`src/rtl/fp_add_pkg.sv`:
```
// Shared encodings and constants for the fp adder sequencer slice.
// Pure declarations: no logic, no latency, no flow control.
package fp_add_pkg;
    localparam int DEF_WIDTH = 32;
    localparam logic [31:0] FP_QNAN = 32'h7FC00000;

    typedef enum logic [2:0] {
        S_IDLE    = 3'd0,
        S_START   = 3'd1,
        S_RELEASE = 3'd2,
        S_BUSY    = 3'd3,
        S_HOLD    = 3'd4
    } seq_state_t;
endpackage

```
`src/rtl/fp_add_sequencer_if.sv`:
```
// Host operand/result streams plus the adder start/done handshake.
// master = sequencer side, slave = host stream logic and adder controller.
interface fp_add_sequencer_if import fp_add_pkg::*; #(
    parameter int WIDTH = DEF_WIDTH,
    parameter int CNT_W = 16
);
    logic             in_valid;
    logic             in_ready;
    logic [WIDTH-1:0] in_A;
    logic [WIDTH-1:0] in_B;
    logic             out_valid;
    logic             out_ready;
    logic [WIDTH-1:0] out_R;
    logic             out_err;
    logic [CNT_W-1:0] op_count;
    logic             busy;
    logic             adder_start;
    logic             adder_done;
    logic [WIDTH-1:0] adder_A;
    logic [WIDTH-1:0] adder_B;
    logic [WIDTH-1:0] adder_R;

    modport master (
        input  in_valid, in_A, in_B, out_ready, adder_done, adder_R,
        output in_ready, out_valid, out_R, out_err, op_count, busy,
               adder_start, adder_A, adder_B
    );

    modport slave (
        output in_valid, in_A, in_B, out_ready, adder_done, adder_R,
        input  in_ready, out_valid, out_R, out_err, op_count, busy,
               adder_start, adder_A, adder_B
    );
endinterface

```
`src/rtl/fp_operand_fifo.sv`:
```
// Operand-pair FIFO, registered storage with no fall-through.
// Latency: a push is visible at head one cycle later.
// Backpressure: full is raised at DEPTH entries; pushes while full are ignored.
module fp_operand_fifo import fp_add_pkg::*; #(
    parameter int W     = 2 * DEF_WIDTH,
    parameter int DEPTH = 4
) (
    input  logic         CLK,
    input  logic         rst,
    input  logic         push,
    input  logic         pop,
    input  logic [W-1:0] din,
    output logic         full,
    output logic         empty,
    output logic [W-1:0] head
);
    localparam int AW = $clog2(DEPTH);

    logic [W-1:0] mem [DEPTH];
    logic [AW:0]  wr_ptr;
    logic [AW:0]  rd_ptr;

    // Extra MSB on each pointer separates full from empty when indices match.
    assign empty = (wr_ptr == rd_ptr);
    assign full  = (wr_ptr[AW] != rd_ptr[AW]) && (wr_ptr[AW-1:0] == rd_ptr[AW-1:0]);
    assign head  = mem[rd_ptr[AW-1:0]];

    always_ff @(posedge CLK) begin
        if (!rst) begin
            wr_ptr <= '0;
            rd_ptr <= '0;
        end else begin
            if (push && !full)
                wr_ptr <= wr_ptr + {{AW{1'b0}}, 1'b1};
            if (pop && !empty)
                rd_ptr <= rd_ptr + {{AW{1'b0}}, 1'b1};
        end
    end

    always_ff @(posedge CLK) begin
        if (push && !full)
            mem[wr_ptr[AW-1:0]] <= din;
    end
endmodule

```
`src/rtl/fp_add_sequencer.sv`:
```
// Queues operand pairs and runs one start/done transaction at a time on the fp adder.
// Latency: push to out_valid = 4 + adder busy cycles. Optional watchdog: FP_ADD_SEQ_TIMEOUT_EN.
// Backpressure: in_ready = !full; result held in S_HOLD until out_ready, no new add meanwhile.
module fp_add_sequencer import fp_add_pkg::*; #(
    parameter int WIDTH          = DEF_WIDTH,
    parameter int DEPTH          = 4,
    parameter int TIMEOUT_CYCLES = 256,
    parameter int CNT_W          = 16
) (
    input  logic                CLK,
    input  logic                rst,
    fp_add_sequencer_if.master  bus
);
    seq_state_t         state;
    seq_state_t         state_nxt;
    logic               full;
    logic               empty;
    logic               push;
    logic               pop;
    logic [2*WIDTH-1:0] head;
    logic               timeout_hit;
    logic               cap_ok;
    logic               cap_tmo;

    assign bus.in_ready    = rst && !full;
    assign push            = bus.in_valid && bus.in_ready;
    assign pop             = (state == S_IDLE) && !empty && bus.adder_done;
    assign bus.adder_start = (state == S_START);
    assign bus.out_valid   = (state == S_HOLD);
    assign bus.busy        = (state != S_IDLE) || !empty;

    fp_operand_fifo #(.W(2*WIDTH), .DEPTH(DEPTH)) u_fifo (
        .CLK   (CLK),
        .rst   (rst),
        .push  (push),
        .pop   (pop),
        .din   ({bus.in_A, bus.in_B}),
        .full  (full),
        .empty (empty),
        .head  (head)
    );

`ifdef FP_ADD_SEQ_TIMEOUT_EN
    localparam int TW = $clog2(TIMEOUT_CYCLES) + 1;
    logic [TW-1:0] tmo_cnt;

    always_ff @(posedge CLK) begin
        if (!rst)
            tmo_cnt <= '0;
        else if (pop)
            tmo_cnt <= '0;
        else if (state == S_RELEASE || state == S_BUSY)
            tmo_cnt <= tmo_cnt + {{(TW-1){1'b0}}, 1'b1};
    end

    assign timeout_hit = (state == S_RELEASE || state == S_BUSY) &&
                         (tmo_cnt == TW'(TIMEOUT_CYCLES - 1));
`else
    assign timeout_hit = 1'b0;
`endif

    assign cap_ok  = (state == S_BUSY) && bus.adder_done;
    // The watchdog only wins when the normal exit of this cycle is absent.
    assign cap_tmo = timeout_hit && !cap_ok && !((state == S_RELEASE) && !bus.adder_done);

    always_ff @(posedge CLK) begin
        if (!rst)
            state <= S_IDLE;
        else
            state <= state_nxt;
    end

    always_comb begin
        state_nxt = state;
        case (state)
            S_IDLE:    if (pop) state_nxt = S_START;
            S_START:   state_nxt = S_RELEASE;
            S_RELEASE: begin
                if (!bus.adder_done) state_nxt = S_BUSY;
                else if (cap_tmo)    state_nxt = S_HOLD;
            end
            S_BUSY:    if (cap_ok || cap_tmo) state_nxt = S_HOLD;
            S_HOLD:    if (bus.out_ready) state_nxt = S_IDLE;
            default:   state_nxt = S_IDLE;
        endcase
    end

    always_ff @(posedge CLK) begin
        if (!rst) begin
            bus.adder_A  <= '0;
            bus.adder_B  <= '0;
            bus.out_R    <= '0;
            bus.out_err  <= 1'b0;
            bus.op_count <= '0;
        end else begin
            if (pop)
                {bus.adder_A, bus.adder_B} <= head;
            if (cap_ok) begin
                bus.out_R   <= bus.adder_R;
                bus.out_err <= 1'b0;
            end else if (cap_tmo) begin
                bus.out_R   <= WIDTH'(FP_QNAN);
                bus.out_err <= 1'b1;
            end
            if (state == S_HOLD && bus.out_ready)
                bus.op_count <= bus.op_count + CNT_W'(1);
        end
    end
endmodule

```
`src/flat_wrapper.sv`:
```
// flat-port wrapper written by rule: the top's interface ports become plain ports
module fp_add_sequencer_flat import fp_add_pkg::*;
#(
    parameter int WIDTH          = DEF_WIDTH,
    parameter int DEPTH          = 4,
    parameter int TIMEOUT_CYCLES = 256,
    parameter int CNT_W          = 16
)
  (CLK, rst, bus_in_valid, bus_in_A, bus_in_B, bus_out_ready, bus_adder_done, bus_adder_R, bus_in_ready, bus_out_valid, bus_out_R, bus_out_err, bus_op_count, bus_busy, bus_adder_start, bus_adder_A, bus_adder_B);
  fp_add_sequencer_if #(.WIDTH(WIDTH), .CNT_W(CNT_W)) bus_i ();
  input  logic CLK;
  input  logic rst;
  input wire logic [$bits(bus_i.in_valid)-1:0] bus_in_valid;
  input wire logic [$bits(bus_i.in_A)-1:0] bus_in_A;
  input wire logic [$bits(bus_i.in_B)-1:0] bus_in_B;
  input wire logic [$bits(bus_i.out_ready)-1:0] bus_out_ready;
  input wire logic [$bits(bus_i.adder_done)-1:0] bus_adder_done;
  input wire logic [$bits(bus_i.adder_R)-1:0] bus_adder_R;
  output wire logic [$bits(bus_i.in_ready)-1:0] bus_in_ready;
  output wire logic [$bits(bus_i.out_valid)-1:0] bus_out_valid;
  output wire logic [$bits(bus_i.out_R)-1:0] bus_out_R;
  output wire logic [$bits(bus_i.out_err)-1:0] bus_out_err;
  output wire logic [$bits(bus_i.op_count)-1:0] bus_op_count;
  output wire logic [$bits(bus_i.busy)-1:0] bus_busy;
  output wire logic [$bits(bus_i.adder_start)-1:0] bus_adder_start;
  output wire logic [$bits(bus_i.adder_A)-1:0] bus_adder_A;
  output wire logic [$bits(bus_i.adder_B)-1:0] bus_adder_B;
  assign bus_i.in_valid = bus_in_valid;
  assign bus_i.in_A = bus_in_A;
  assign bus_i.in_B = bus_in_B;
  assign bus_i.out_ready = bus_out_ready;
  assign bus_i.adder_done = bus_adder_done;
  assign bus_i.adder_R = bus_adder_R;
  assign bus_in_ready = bus_i.in_ready;
  assign bus_out_valid = bus_i.out_valid;
  assign bus_out_R = bus_i.out_R;
  assign bus_out_err = bus_i.out_err;
  assign bus_op_count = bus_i.op_count;
  assign bus_busy = bus_i.busy;
  assign bus_adder_start = bus_i.adder_start;
  assign bus_adder_A = bus_i.adder_A;
  assign bus_adder_B = bus_i.adder_B;
  fp_add_sequencer #(.WIDTH(WIDTH), .DEPTH(DEPTH), .TIMEOUT_CYCLES(TIMEOUT_CYCLES), .CNT_W(CNT_W)) u_core (.CLK(CLK), .rst(rst), .bus(bus_i));
endmodule
```
`config.mk`:
```
export PLATFORM = sky130hd
export DESIGN_NAME = fp_add_sequencer_flat
export DESIGN_NICKNAME = d
export VERILOG_FILES = /design/src/rtl/fp_add_pkg.sv /design/src/rtl/fp_add_sequencer_if.sv /design/src/rtl/fp_operand_fifo.sv /design/src/rtl/fp_add_sequencer.sv /design/src/flat_wrapper.sv
export SDC_FILE = /design/constraint.sdc
export NUM_CORES = 1
export LEC_CHECK = 0
export CAP_MARGIN = 40
export CORE_ASPECT_RATIO = 0.9
export CORE_UTILIZATION = 50
export DETAILED_ROUTE_END_ITERATION = 10
export HOLD_SLACK_MARGIN = 0.1
export PLACE_DENSITY = 0.75
export SYNTH_ARGS = -nofsm -noshare
export SYNTH_HDL_FRONTEND = slang
export SYNTH_SLANG_ARGS = --single-unit
```
`constraint.sdc`:
```
create_clock -name CLK -period 4.4 [get_ports CLK]
set_clock_uncertainty 0.05 [all_clocks]
set_input_delay 0.88 -clock CLK [delete_from_list [all_inputs] [get_ports CLK]]
set_output_delay 0.88 -clock CLK [all_outputs]
set_load 0.01 [all_outputs]
```
Word level (Yosys, flattened, before mapping)
Memories as Yosys holds them, arrays and structs flattened. A register that Yosys moved wholly into a read port is not among the register bits. Cells that the tools add are included.

Register bits after elaboration: 57. Bits in writable memories: 256. Input bits: 101. Output and inout bits: 117. Word-level logic and storage cells: 43. Memories kept: 1.

Add/sub/neg operators: 3. Eq/ne operators: 11. Mux-type cells: 7. Reductions and logical operators: 16.

Memories: u_core.u_fifo.mem (words 4, width 64, rd ports 1, clocked after Yosys merged registers in 1, write ports 1, line fp_operand_fifo.sv:19) `logic [W-1:0] mem [DEPTH];`.

Operators with widths (number): $add A16 B1 Y16 const B (1); $pmux W3 S5 (1); $mux W3 (4); $logic_and A1 B1 Y1 (9); $add A3 B1 Y3 const B (2); $eq A3 B2 Y1 const B (2); $ne A2 B2 Y1 const B (3); $reduce_and A4 Y1 (1); $eq A3 B1 Y1 const B (1); $eq A3 B3 Y1 (1); $eq A3 B3 Y1 const B (1); $logic_not A1 Y1 (3); $logic_not A3 Y1 (1); $reduce_bool A3 Y1 (1); $eq A2 B2 Y1 (1); $mux W1 (2); $ne A2 B1 Y1 const B (1); $logic_or A1 B1 Y1 (1); $ne A1 B1 Y1 (1).

Logic depth before layout (Yosys ltp)
Gate-level depths: netlist of the first run.

Depth after elaboration: 8. Gate-level depth with buffers: 7.

Modules after synthesis
From an unflattened synthesis of the first run, not the netlist that was laid out.

Cells, all modules: 931. Area total of the unflattened synthesis: 14041.0 sq um.

Modules (own cells, without submodules): fp_operand_fifo (times used 1, cells an instance 402, area an instance 9768.1 sq um, sequential area each 7847.5 sq um); fp_add_sequencer (times used 1, cells an instance 529, area an instance 4272.8 sq um, sequential area each 2302.2 sq um).

Worst setup path before layout of the first run
Ideal clock, no wire load.

Path kind: input to register. From: in bus_in_valid. To: mem u_core.u_fifo.mem[1][0] (netlist name) (enable). Setup time: 429 ps. Arrival time: 2824 ps. Data required time: 3921 ps. Slack: 1097 ps. Stages on the path: 3. Path buffers: 1. Cell sequence: o31a_1 > clkbuf_1 > and3_1.

Word-level cells in the longest chain between the ends: 4.

RTL lines: start: declaration (line flat_wrapper.sv:13) `input wire logic [$bits(bus_i.in_valid)-1:0] bus_in_valid;`; $logic_and A1 B1 Y1 (line fp_add_sequencer.sv:26) `assign push = bus.in_valid && bus.in_ready;`; $logic_and A1 B1 Y1 (line fp_operand_fifo.sv:41) `if (push && !full)`; $mux W1 (line fp_operand_fifo.sv:41); $mux W1 (not written as such) (line fp_operand_fifo.sv:42) `mem[wr_ptr[AW-1:0]] <= din;`; end: declaration (line fp_operand_fifo.sv:19).

Every way passes these cells.

Final worst setup path of the first run
From: in rst. To: out bus_in_ready.

Word-level cells in the longest chain between the ends: 1.

RTL lines: start: declaration (line flat_wrapper.sv:12) `input logic rst;`; $logic_and A1 B1 Y1 (line fp_add_sequencer.sv:25) `assign bus.in_ready = rst && !full;`; end: declaration (line flat_wrapper.sv:19) `output wire logic [$bits(bus_i.in_ready)-1:0] bus_in_ready;`.

Every way passes these cells.

==> impl_metrics.tcl, run 1 <==
set metrics [dict create \
    status "finished clean" \
    wl_um 29100 \
    yosys.area_share.simple 0.0806 \
    synth-adder-area-share 0.00546 \
    cts_tree "yes" \
    drt_pass1_iterations 4 \
    crit_slowest_cell "clkdlybuf4s50_1" \
    synthMuxAreaShare 0.105 \
    use_met1 0.279 \
    avgRoutedWirePerCell_um 19.3 \
    reg2reg_to "u_core.u_fifo.mem[0][38]" \
    place.gp.congestion 0.809 \
    ios 218 \
    placed_area_um2 16400 \
    r2r_slack_ps 1650 \
    cts_buffers 38 \
    drcViolationCount 0 \
    slew-limit-headroom 0.441 \
    startpoint_type "primary input" \
    cp.required_ps 3470 \
    hold_end "u_core.bus.adder_B[20]" \
    overflow 0 \
    ys_seq_area_frac 0.735 \
    postCtsHoldBufs 0 \
    dieWidth_um 177 \
    tightest_slew_ps 836 \
    synth_top_family_by_area "multiplexers" \
    areaGrowthSynthToFinish_pct 28.1 \
    finalCritPeriodShare 0.764 \
    nets 1232 \
    htree_levels 2 \
    synth_xor_area_frac 0.0102 \
    clk_latency_ps 510 \
    cp_data_arrival_time_ps 2430 \
    ant_nets 0 \
    synth_top_flop_cell "edfxtp_1" \
    synth_cell_type_count 41 \
    setup_viol 0 \
    cp_cell_sequence "clkdlybuf4s50_1 > inv_4 > a21oi_1 > clkdlybuf4s50_1" \
    rr_worst_depth 4 \
    syn_area_per_cell_um2 15.2 \
    fill_cells 1936 \
    drive_gt1_frac 0.130 \
    path_max_fanout 8 \
    grt_use_met2 0.342 \
    min_from "u_core.bus.adder_B[20]" \
    cts_setup_buffers 0 \
    cp_top_family "buffers and inverters" \
    end_kind "primary output" \
    holdPathStages 2 \
    portBuffers 216 \
    synth-async-reset-ratio 0 \
    ys_warn_count 0 \
    synth_edf_count 256 \
    hold_path_class "register to register" \
    cts_sinks 377 \
    cts_root_buf "clkbuf_16" \
    cellLeakagePower_nw 5.65 \
    grtUsageMet3 0.0463 \
    drt-initial-drc-count 573 \
    drv_slew 0 \
    pwr_density_cell_nw_per_um2 483 \
    synth_compound_area_frac 0.0448 \
    synth_area_um2 13800 \
    syn_inst 904 \
    via_count 8109 \
    cp_num_buf_inv 3 \
    clockBufferDepth 3 \
    syn_nets 1011 \
    clk_pin_slew_ps 60 \
    grt.busiest_layer "met2" \
    final.min_clock_period_ps 3360 \
    r2r-start "u_core.u_fifo.wr_ptr[0]" \
    grt_pass1_wl_um 44700 \
    grt_pass1_vias 7992 \
    tns_ps 0 \
    track_usage 0.207 \
    std_cell_rows 57 \
    start_util 0.509 \
    finalHoldViolCount 0 \
    crit_top_cell "clkdlybuf4s50_1" \
    final_area_um2 17600 \
    hold_ws_ps 404 \
    antenna_found_initial 2 \
    cts_resized 0 \
    grt_max_degree 68 \
    maxCapViolations 0 \
    rsz0062_at_grt "false" \
    crit_path_max_incr_delay_ps 730 \
    viasPerCell 5.37 \
    synth_seq_cells 377 \
    ir_worst_vdd_uv 274 \
    fp.dieH_um 159 \
    core_um2 27000 \
    dieArea_um2 28200 \
    max_freq_mhz 298 \
    cp_num_cells 4 \
    crit_type "primary input to primary output" \
    dpl.hpwl_um 17700 \
]
-- worst max path at each step --
stage	from	endpoint	slack, ps
2_1_floorplan	bus_in_valid	u_core.u_fifo.mem[1][0]	1100
5_1_grt	u_core.u_fifo.wr_ptr[0]	bus_in_ready	930
4_1_cts	rst	bus_in_ready	1070
3_5_place_dp	rst	bus_in_ready	1080
6_report	rst	bus_in_ready	1040
3_3_place_gp	rst	bus_in_ready	1090
-- synth_stat cells (all sizes together), types with 2 or more instances --
master | instances | share of area
edfxtp | 256 | 0.56
clkbuf | 32 | 0.0087
dfxtp | 121 | 0.18
nand2b | 2 | 0.00091
nand4 | 5 | 0.0023
and3 | 5 | 0.0023
xor2 | 6 | 0.0038
or3 | 4 | 0.0018
o21ai | 6 | 0.0022
nor4 | 5 | 0.0023
nand3 | 7 | 0.0025
inv | 7 | 0.0019
nor2 | 18 | 0.0049
nand2 | 201 | 0.055
a21oi | 105 | 0.038
xnor2 | 10 | 0.0064
mux4 | 64 | 0.10
ha | 6 | 0.0055
buf | 21 | 0.0079
nor3 | 5 | 0.0018
-- through the flow --
stage / power, W / setup slack [ps] / utilization / std cells
2_1_floorplan: 0.00484 / 1100 / - / 904
3_3_place_gp: 0.00536 / 1090 / 0.604 / 1437
3_5_place_dp: 0.00540 / 1080 / 0.606 / 1439
4_1_cts: 0.00859 / 1070 / 0.652 / 1508
5_1_grt: 0.00883 / 934 / 0.652 / 1508
6_report: 0.00851 / 1040 / 0.652 / 1509
-- placed cells by master (no fill, tap or decap), drive strengths merged, types with 2 or more instances in the layout --
master / Yosys / final
nand2: 201 / 201
ha: 6 / 6
inv: 7 / 8
clkinv: 0 / 5
and3: 5 / 5
xor2: 6 / 6
xnor2: 10 / 10
nor2: 18 / 18
clkbuf: 32 / 60
nand2b: 2 / 2
mux4: 64 / 64
edfxtp: 256 / 256
nor4: 5 / 5
nand3: 7 / 7
dfxtp: 121 / 121
bufinv: 0 / 3
buf: 21 / 18
o21ai: 6 / 6
clkdlybuf4s50: 0 / 216
or3: 4 / 4
nor3: 5 / 5
a21oi: 105 / 105
nand4: 5 / 5
-- power by group --
group | switching, W | internal [W] | total [W]
registers | 0.0000870 | 0.00397 | 0.00405
clock network | 0.00126 | 0.00195 | 0.00320
logic | 0.000624 | 0.000628 | 0.00125
total | 0.00197 | 0.00654 | 0.00851
-- tightest hold or removal path: cells and delay by family, from the launching register on --
kind / cells / cell delay [ps]
flip-flops: 1 / 300
AO/OA/AOI/OAI: 1 / 50
AND/OR/NAND/NOR: 1 / 50
-- kinds of logic after synthesis --
group,count (synthesis)
fa+ha+maj,6
mux,65
simple gates,261
buf+inv,60
other cells,1
xor+xnor,16
flops,377
compound gates,118
-- metal layers --
layer / wire [µm] / up-vias
met5: 0 / -
met4: 494 / 0
met3: 2150 / 44
met2: 14000 / 292
met1: 12500 / 3988
li1: - / 3785
-- flip-flops by register name, indices dropped and copies added, names as in the netlist --
register	cells
u_core.u_fifo.rd_ptr	3
u_core.u_fifo.wr_ptr	3
u_core.bus.op_count	16
u_core.state	3
u_core.bus.out_R	32
u_core.u_fifo.mem	256
u_core.bus.adder_B	32
u_core.bus.adder_A	32
-- cell type report --
| type | count | area (µm²) | area share |
|---|---|---|---|
| tap | 354 | 443 | 0.0251 |
| multi-input combinational | 467 | 3450 | 0.195 |
| timing repair buffer | 234 | 2340 | 0.133 |
| clock inverter | 9 | 123 | 0.00695 |
| clock buffer | 60 | 1140 | 0.0644 |
| antenna | 1 | 2.50 | 0.000142 |
| inverter | 7 | 28.8 | 0.00163 |
| sequential | 377 | 10100 | 0.574 |
Note: power is estimated with default switching activity, not from simulation.
==> run 2, diff against run 1 <==
- clock period: 4.4 -> 3.2 ns (I/O delays scaled with it)
==> impl_metrics.tcl, run 2 (synthesized netlist as in run 1, its figures left out) <==
set metrics [dict create \
    cp_data_arrival_time_ps 2330 \
    tightest_slew_ps 615 \
    clk_pin_slew_ps 60 \
    antenna_found_initial 4 \
    crit_type "register to primary output" \
    via_count 8074 \
    final.min_clock_period_ps 3020 \
    viasPerCell 5.34 \
    start_util 0.509 \
    areaGrowthSynthToFinish_pct 28.6 \
    ant_nets 0 \
    cp_top_family "buffers and inverters" \
    dieWidth_um 177 \
    drt-initial-drc-count 504 \
    largest_reg_flops 256 \
    ios 218 \
    wl_um 29100 \
    startpoint_type "register" \
    fp.dieH_um 159 \
    cts_resized 0 \
    track_usage 0.208 \
    avgRoutedWirePerCell_um 19.3 \
    dpl.hpwl_um 17800 \
    grt_pass1_vias 8190 \
    postCtsHoldBufs 0 \
    cts_root_buf "clkbuf_16" \
    max_freq_mhz 331 \
    grt_max_degree 121 \
    cts_buffers 37 \
    finalHoldViolCount 0 \
    std_cell_rows 57 \
    cts_setup_buffers 0 \
    placedCellCount 1441 \
    end_kind "primary output" \
    drive_gt1_frac 0.132 \
    htree_levels 2 \
    setup_viol 0 \
    portBuffers 216 \
    final_core_util 0.655 \
    crit_slowest_cell "clkdlybuf4s50_1" \
    cp_num_buf_inv 1 \
    final_cell_mix "edfxtp_1 (256), clkdlybuf4s50_1 (216), nand2_1 (201)" \
    crit_path_max_incr_delay_ps 560 \
    tns_ps 0 \
    cp_cell_sequence "xor2_1 > nor2_1 > a21oi_1 > clkdlybuf4s50_1" \
    place.gp.congestion 0.822 \
    overflow 0 \
    clockBufferDepth 3 \
    drt_pass1_iterations 5 \
    drv_slew 0 \
    cp.required_ps 2510 \
    pwr_density_cell_nw_per_um2 654 \
    cts_sinks 377 \
    ir_worst_vdd_uv 592 \
    core_um2 27000 \
    dieArea_um2 28200 \
    nets 1233 \
    slew-limit-headroom 0.590 \
    grt_pass1_wl_um 45200 \
    final_cells 1511 \
    drcViolationCount 0 \
    path_max_fanout 13 \
    cellLeakagePower_nw 5.66 \
    rsz0062_at_grt "false" \
    finalCritPeriodShare 0.944 \
    cts_tree "yes" \
    status "finished clean" \
    hold_path_class "register to register" \
    final_common_cell "edfxtp_1" \
    clk_latency_ps 510 \
    maxCapViolations 0 \
]
## run 2: metal layers
| metal | vias to the layer above | wire length [µm] | GRT usage | share of wire |
|---|---|---|---|---|
| met4 | 4 | 512 | 0.0521 | 0.018 |
| met3 | 42 | 2030 | 0.0489 | 0.070 |
| met2 | 263 | 14000 | 0.340 | 0.48 |
| met5 | - | 24 | 0 | 0.00082 |
| li1 | 3796 | - | - | - |
| met1 | 3969 | 12500 | 0.283 | 0.43 |
## run 2: worst register-to-register path, delay by kind of cell (launching register included)
kind | cells | cell delay (ps)
flops | 1 | 510
simple gates | 1 | 490
xor+xnor | 1 | 470
compound gates | 1 | 390
buf+inv | 1 | 300
## run 2: worst paths after layout
check / from / slack, ps / cells past startpoint / end
max: u_core.u_fifo.rd_ptr[0] / 180 / 4 / bus_in_ready
min: u_core.bus.out_R[18] / 400 / 2 / u_core.bus.out_R[18]
max reg2reg: u_core.u_fifo.rd_ptr[0] / 670 / 4 / u_core.u_fifo.mem[0][34]
min reg2reg: u_core.bus.out_R[18] / 400 / 2 / u_core.bus.out_R[18]
## run 2: cell type report
cell class | instances | area [µm²]
diodes | 2 | 5.00
clock inverters | 12 | 97.6
flip-flops and latches | 377 | 10100
multi-input cells | 467 | 3450
well taps | 354 | 443
fillers | 1910 | 9330
inverters | 7 | 28.8
clock buffers | 56 | 1110
repair buffers | 236 | 2450
## run 2: metrics by stage
step	hold slack [ps]	total power (W)	area (µm²)	setup WS, ps
global placement	391	0.00740	16400	557
finish	402	0.0116	17700	178
floorplan	431	0.00665	13800	90.5
CTS	404	0.0117	17700	161
global route	419	0.0120	17700	47.5
detailed placement	396	0.00745	16500	544
## run 2: power breakdown
group	total (W)	switching, W	internal [W]	leakage, nW
Combinational	0.00173	0.000844	0.000884	1.76
Sequential	0.00560	0.000143	0.00545	3.31
Clock	0.00425	0.00176	0.00250	0.592
Total	0.0116	0.00274	0.00883	5.66
